### config.mk
export PLATFORM = sky130hd
export DESIGN_NAME = data_mem_lsu_flat
export DESIGN_NICKNAME = d
export VERILOG_FILES = /design/src/rtl/data_mem_lsu_if.sv /design/src/rtl/data_mem_lsu.sv /design/src/flat_wrapper.sv
export SDC_FILE = /design/constraint.sdc
export NUM_CORES = 2
export LEC_CHECK = 0
export BUFFER_PORTS_ARGS = -buffer_cell sky130_fd_sc_hd__buf_2
export CAP_MARGIN = 20
export CORE_ASPECT_RATIO = 0.8
export CORE_MARGIN = 5
export CORE_UTILIZATION = 59
export CTS_BUF_LIST = sky130_fd_sc_hd__clkbuf_4 sky130_fd_sc_hd__clkbuf_8
export DETAILED_ROUTE_END_ITERATION = 12
export PLACE_DENSITY = 0.75
export SLEW_MARGIN = 20
export SYNTH_ARGS = -nofsm -noshare
export SYNTH_HDL_FRONTEND = slang
export SYNTH_SLANG_ARGS = --single-unit
### constraint.sdc
create_clock -name clk -period 3.09 [get_ports clk]
set_input_delay 0.4635 -clock clk [delete_from_list [all_inputs] [get_ports clk]]
set_output_delay 0.4635 -clock clk [all_outputs]
set_load 0.1 [all_outputs]
### src/rtl/data_mem_lsu_if.sv
// Request/response bus between the EX/MEM stage (master) and the data
// memory load/store unit (slave).
//   MemRead/MemWrite : load / store request, held by the core until ReqReady
//   Funct3           : RV32I funct3 of the access
//   MemSum           : byte address
//   WriteData        : store data (low bits used per access size)
//   ReqReady         : LSU can accept a new request
//   RespValid        : one-cycle completion pulse
//   ReadData         : extended load result, held between responses
//   Err              : illegal access flag, valid with RespValid
interface data_mem_lsu_if #(
  parameter int ADDR_W = 32
);
  logic              MemRead;
  logic              MemWrite;
  logic [2:0]        Funct3;
  logic [ADDR_W-1:0] MemSum;
  logic [31:0]       WriteData;
  logic              ReqReady;
  logic              RespValid;
  logic [31:0]       ReadData;
  logic              Err;

  modport master (
    output MemRead, MemWrite, Funct3, MemSum, WriteData,
    input  ReqReady, RespValid, ReadData, Err
  );

  modport slave (
    input  MemRead, MemWrite, Funct3, MemSum, WriteData,
    output ReqReady, RespValid, ReadData, Err
  );
endinterface

### src/rtl/data_mem_lsu.sv
// Word-organised data memory with an RV32I load/store unit in front of it.
// Handles LB/LH/LW/LBU/LHU and SB/SH/SW with byte-lane merging, sign/zero
// extension, misalignment and range checking. Each access takes
// WAIT_CYCLES+1 cycles in BUSY; the response is a one-cycle RespValid pulse.
// Ports:
//   clk   : clock, all state changes on rising edge
//   reset : synchronous active-high reset (restores memory image too)
//   bus   : data_mem_lsu_if slave modport (request/response signals)
module data_mem_lsu #(
  parameter int          DEPTH_WORDS = 64,
  parameter int          ADDR_W      = 32,
  parameter int          WAIT_CYCLES = 1,
  parameter logic [31:0] INIT_WORD0  = 32'h0A000000
) (
  input  logic         clk,
  input  logic         reset,
  data_mem_lsu_if.slave bus
);

  localparam int IDX_W = (DEPTH_WORDS > 1) ? $clog2(DEPTH_WORDS) : 1;
  // Range compare is done at least 32 bits wide so neither side truncates.
  localparam int CMP_W = (ADDR_W > 32) ? ADDR_W : 32;

  typedef enum logic {IDLE, BUSY} state_t;

  state_t            state;
  logic [3:0]        count;
  logic              lat_rd;
  logic              lat_wr;
  logic [2:0]        lat_f3;
  logic [ADDR_W-1:0] lat_addr;
  logic [31:0]       lat_wd;
  logic              resp_valid;
  logic              err;
  logic [31:0]       read_data;
  logic [31:0]       mem [DEPTH_WORDS];

  logic [ADDR_W-3:0] word_idx;
  logic [1:0]        off;
  logic [IDX_W-1:0]  mem_idx;
  logic              in_range;
  logic              f3_bad;
  logic              misalign;
  logic              illegal;
  logic [31:0]       cur_word;
  logic [31:0]       shifted;
  logic [7:0]        byte_v;
  logic [15:0]       half_v;
  logic [31:0]       load_val;
  logic [3:0]        lane_en;
  logic [31:0]       wd_rep;
  logic [31:0]       store_word;

  always_comb begin
    word_idx = lat_addr[ADDR_W-1:2];
    off      = lat_addr[1:0];
    mem_idx  = word_idx[IDX_W-1:0];
    in_range = CMP_W'(word_idx) < CMP_W'(DEPTH_WORDS);
    cur_word = in_range ? mem[mem_idx] : '0;

    // Stores only know sizes 0..2; loads additionally know the unsigned
    // byte/half forms 100/101.
    if (lat_wr) f3_bad = (lat_f3 > 3'd2);
    else        f3_bad = (lat_f3[1:0] == 2'b11) || (lat_f3 == 3'b110);
    misalign = ((lat_f3[1:0] == 2'b01) && off[0]) ||
               ((lat_f3[1:0] == 2'b10) && (off != 2'b00));
    illegal  = (lat_rd & lat_wr) | f3_bad | misalign | ~in_range;

    shifted = cur_word >> {off, 3'b000};
    byte_v  = shifted[7:0];
    half_v  = off[1] ? cur_word[31:16] : cur_word[15:0];
    case (lat_f3)
      3'b000:  load_val = {{24{byte_v[7]}}, byte_v};
      3'b100:  load_val = {24'd0, byte_v};
      3'b001:  load_val = {{16{half_v[15]}}, half_v};
      3'b101:  load_val = {16'd0, half_v};
      default: load_val = cur_word;
    endcase

    // Replicate store data across lanes, then pick lanes by enable mask.
    case (lat_f3[1:0])
      2'b00: begin
        lane_en = 4'b0001 << off;
        wd_rep  = {4{lat_wd[7:0]}};
      end
      2'b01: begin
        lane_en = off[1] ? 4'b1100 : 4'b0011;
        wd_rep  = {2{lat_wd[15:0]}};
      end
      default: begin
        lane_en = 4'b1111;
        wd_rep  = lat_wd;
      end
    endcase
    store_word = cur_word;
    for (int unsigned i = 0; i < 4; i++) begin
      if (lane_en[i]) store_word[8*i +: 8] = wd_rep[8*i +: 8];
    end
  end

  always_ff @(posedge clk) begin
    if (reset) begin
      state      <= IDLE;
      count      <= '0;
      resp_valid <= 1'b0;
      err        <= 1'b0;
      read_data  <= '0;
      lat_rd     <= 1'b0;
      lat_wr     <= 1'b0;
      lat_f3     <= '0;
      lat_addr   <= '0;
      lat_wd     <= '0;
      for (int unsigned i = 0; i < DEPTH_WORDS; i++) begin
        mem[IDX_W'(i)] <= (i == 0) ? INIT_WORD0 : '0;
      end
    end else begin
      resp_valid <= 1'b0;
      unique case (state)
        IDLE: begin
          if (bus.MemRead || bus.MemWrite) begin
            lat_rd   <= bus.MemRead;
            lat_wr   <= bus.MemWrite;
            lat_f3   <= bus.Funct3;
            lat_addr <= bus.MemSum;
            lat_wd   <= bus.WriteData;
            count    <= 4'(WAIT_CYCLES);
            state    <= BUSY;
          end
        end
        BUSY: begin
          if (count != 4'd0) begin
            count <= count - 4'd1;
          end else begin
            resp_valid <= 1'b1;
            err        <= illegal;
            state      <= IDLE;
            if (illegal) begin
              if (lat_rd) read_data <= '0;
            end else if (lat_rd) begin
              read_data <= load_val;
            end else begin
              mem[mem_idx] <= store_word;
            end
          end
        end
      endcase
    end
  end

  assign bus.ReqReady  = (state == IDLE);
  assign bus.RespValid = resp_valid;
  assign bus.ReadData  = read_data;
  assign bus.Err       = err;

endmodule

### src/flat_wrapper.sv
// flat-port wrapper written by rule: the top's interface ports become plain ports
module data_mem_lsu_flat 
#(
  parameter int          DEPTH_WORDS = 64,
  parameter int          ADDR_W      = 32,
  parameter int          WAIT_CYCLES = 1,
  parameter logic [31:0] INIT_WORD0  = 32'h0A000000
)
  (clk, reset, bus_MemRead, bus_MemWrite, bus_Funct3, bus_MemSum, bus_WriteData, bus_ReqReady, bus_RespValid, bus_ReadData, bus_Err);
  data_mem_lsu_if #(.ADDR_W(ADDR_W)) bus_i ();
  input  logic clk;
  input  logic reset;
  input wire logic [$bits(bus_i.MemRead)-1:0] bus_MemRead;
  input wire logic [$bits(bus_i.MemWrite)-1:0] bus_MemWrite;
  input wire logic [$bits(bus_i.Funct3)-1:0] bus_Funct3;
  input wire logic [$bits(bus_i.MemSum)-1:0] bus_MemSum;
  input wire logic [$bits(bus_i.WriteData)-1:0] bus_WriteData;
  output wire logic [$bits(bus_i.ReqReady)-1:0] bus_ReqReady;
  output wire logic [$bits(bus_i.RespValid)-1:0] bus_RespValid;
  output wire logic [$bits(bus_i.ReadData)-1:0] bus_ReadData;
  output wire logic [$bits(bus_i.Err)-1:0] bus_Err;
  assign bus_i.MemRead = bus_MemRead;
  assign bus_i.MemWrite = bus_MemWrite;
  assign bus_i.Funct3 = bus_Funct3;
  assign bus_i.MemSum = bus_MemSum;
  assign bus_i.WriteData = bus_WriteData;
  assign bus_ReqReady = bus_i.ReqReady;
  assign bus_RespValid = bus_i.RespValid;
  assign bus_ReadData = bus_i.ReadData;
  assign bus_Err = bus_i.Err;
  data_mem_lsu #(.DEPTH_WORDS(DEPTH_WORDS), .ADDR_W(ADDR_W), .WAIT_CYCLES(WAIT_CYCLES), .INIT_WORD0(INIT_WORD0)) u_core (.clk(clk), .reset(reset), .bus(bus_i));
endmodule
==> results.toml <==
[outcome]
outcome = "finished with violations"
violations = "setup timing"

[global_route]
grt_first_pass_wirelength_um = 455000
antenna_found_initial = 9
gr-total-overflow = 0
grt_pass1_vias = 64828
track_usage_pct = 37.6
grt_max_degree = 139

[setup_path]
r2r-end = "u_core.mem[11][16]"
crit_type = "register to register"
critPathArrivalTime_ns = 4.58
worstSetupStartpointType = "register"
required_ns = 3.86
reg2reg_slack_ns = -0.72
cp_max_fo = 8
crit_path_end_kind = "register"
rr_worst_depth = 11

[finish]
regArea_um2 = 63800
multi_input_area_um2 = 28500
post-route-util_pct = 71.4
finalNonFillerCells = 9833
nets = 7543
area_delta_synth_final_pct = 20.2
n_fill_cell = 9571
drive_gt1_share_pct = 30.1

[synth]
avgSynthCellArea_um2 = 14.3
synth_seq_area_share_pct = 67.2
syn_inst = 6627
ys_seq_elements = 2162
syn_area_um2 = 94900
ys_async_sr_fraction_pct = 0
ys_types = 84
ys_warn_count = 0
synth-edff-count = 2048
ys.flop_type = "edfxtp_1"
syn_nets = 6700

[timing]
hold_violations = 0
max_slew_margin_pct = 40.1
report.final.slew_viol_count = 0
max_freq_ghz = 0.262
period_needed_ns = 3.81
rsz0062_at_grt = "yes"
setup_ws_ns = -0.723
worstMarginPinSlew_ns = 0.896
skew_ns = 0.0751
min_period_over_period_pct = 123
finalSetupViolCount = 2738

[clocking]
cts_buffers = 337
tritoncts = "done"
root_buffer = "clkbuf_8"
clkLatencyLatePin_ns = 1.08
clk_pin_slew_ns = 0.07
cts_max_level = 5
clock-sinks = 2162
cts_buffer_depth = 4

[detailed_routing]
drt-vias-per-instance = 6.78
wl_met2_um = 143000
wl_per_cell_um = 32.9
drtIter0Drc = 11959
wl_met3_um = 52600
dr.pass1.iters = 9
finalWirelength_um = 323000
highest_layer = "met5"
dr_total_vias = 66619
m1WireLength_um = 104000
drc = 0
ant_nets = 0

[die]
chipHeight_um = 369
die_x_um = 458
rows = 131
die_area_um2 = 169000
io-pin-count = 106
start_util_pct = 59.4
core_um2 = 160000

[placed_design]
dp.cells = 9073
port_buffers = 105
routabilityCongestion = 1.00
dp_hpwl_um = 205000

[flow_run]
cap_viol_max_count = 0

[min_path]
holdPathStages = 4
hp-start = "bus_MemSum[11]"
whs_endpoint = "u_core.lat_addr[11]"
hold_class = "input port to register"

[power_and_ir_drop]
power_w = 0.0661
ir_worst_vdd_v = 0.000444
p_leak_nw = 39.6
power_per_cell_area_nw_per_um2 = 579
[placed cells by master, fill, tap and decap left out, drive strengths merged, types with 24 or more instances in the layout]
cell and instances:
nor2 2139, dfxtp 114, o21ai 69, nand3 33
a31oi 24, nor3 27, edfxtp 2048, clkinv 90
nand2b 77, buf 1034, mux4 505, mux2i 192
a21oi 138, clkbuf 478, a221oi 57, dlygate4sd3 89
a22oi 53, nand2 336
[stage by stage]
stage               hold slack (ns)  setup slack [ns]  TNS [ns]  instance area, um2
finish                        0.201            -0.723  -1212.07              114000
global route                  0.200            -0.706  -1335.96              114000
CTS                           0.131            -0.604   -886.93              113000
detailed placement            0.447            -0.914  -1275.86              105000
global placement              0.444            -0.917  -1192.97              105000
floorplan                     0.433            -0.137    -79.20               95200
[critical path, cell delays in order, from the launching register on]
cell,delay [ns]
dfxtp_4,0.38
buf_12,0.15
buf_16,0.17
buf_12,0.14
buf_12,0.13
mux4_2,0.53
mux4_2,0.64
mux4_2,0.60
a31oi_4,0.27
buf_12,0.20
buf_16,0.19
nor2_1,0.08
[metal layers]
layer,vias up,global-route usage (%)
li1,26037,-
met1,32917,48.8
met2,6409,55.7
met3,1252,13.6
met4,4,20.8
met5,-,0
[what timing repair did]
item | CTS | global route
setup endpoints to repair | 2323 | 3851
pin swaps | 20 | 14
gates resized for setup | 183 | 56
hold buffers | 89 | 0
hold endpoints to repair | 79 | 0
cloned | 14 | 13
buffers inserted | 53 | 17
[worst max-delay path by stage]
stage                        start                  to  slack [ns]  cells after the start
after global routing      register  u_core.mem[11][16]       -0.71                     11
after floorplan           register   u_core.mem[43][1]       -0.14                     11
final                     register  u_core.mem[11][16]       -0.72                     11
after detailed placement  register  u_core.mem[31][20]       -0.91                     12
after CTS                 register  u_core.mem[46][16]       -0.60                     11
after global placement    register  u_core.mem[29][20]       -0.92                     10
[synthesized netlist by cell type (7+ instances only)]
| library cell | instances | share of area (%) |
|---|---|---|
| nor2_2 | 60 | 0.40 |
| nor4_1 | 13 | 0.086 |
| inv_1 | 10 | 0.040 |
| a32oi_1 | 12 | 0.11 |
| a21oi_1 | 129 | 0.68 |
| nor3_1 | 26 | 0.14 |
| mux4_2 | 464 | 11 |
| buf_12 | 8 | 0.17 |
| buf_1 | 12 | 0.047 |
| buf_2 | 225 | 1.2 |
| and3_1 | 8 | 0.053 |
| a221oi_1 | 55 | 0.51 |
| nand2_1 | 336 | 1.3 |
| buf_8 | 14 | 0.22 |
| mux2_2 | 11 | 0.13 |
| nor2b_1 | 9 | 0.059 |
| a31oi_1 | 18 | 0.12 |
| o22ai_1 | 8 | 0.053 |
| buf_6 | 52 | 0.62 |
| nor2_1 | 2079 | 8.2 |
| nand2b_1 | 77 | 0.51 |
| a211oi_1 | 18 | 0.14 |
| dfxtp_1 | 114 | 2.4 |
| nand3_1 | 32 | 0.17 |
| buf_4 | 95 | 0.75 |
| a22oi_1 | 48 | 0.38 |
| mux4_1 | 41 | 1.1 |
| o31ai_1 | 9 | 0.071 |
| mux2i_1 | 192 | 2.0 |
| o21ai_2 | 7 | 0.065 |
| o211ai_1 | 13 | 0.10 |
| o21ai_0 | 56 | 0.30 |
| edfxtp_1 | 2048 | 65 |
| clkbuf_1 | 224 | 0.89 |
[logic make-up after synthesis]
group / after synthesis / share of synthesized area, %
compound gates: 448 / 3.35
xor+xnor: 1 / 0.00923
mux: 708 / 14.3
buf+inv: 645 / 3.95
fa+ha+maj: 2 / 0.0264
simple gates: 2661 / 11.1
flops: 2162 / 67.2
[cell type report]
cell class                      count  share of cell area, %
Inverter                           12                 0.0428
Tap cell                         2128                   2.33
Clock inverter                     98                  0.455
Sequential cell                  2162                   55.9
Multi-Input combinational cell   3820                   25.0
Clock buffer                      467                   5.00
Timing Repair Buffer             1137                   11.2
Antenna cell                        9                 0.0197
[power breakdown]
part	internal, W	total, W	switching (W)
Sequential	0.0329	0.0333	0.000402
Clock	0.0121	0.0233	0.0112
Combinational	0.00376	0.00942	0.00566
[registers in the layout, indices dropped and copies added, names as in the netlist, 3 cells and up, named ones only]
name / count
u_core.mem: 2048
u_core.bus.ReadData: 32
u_core.lat_addr: 32
u_core.lat_wd: 32
u_core.count: 4
u_core.lat_f3: 3
(Power assumes the default switching activity.)
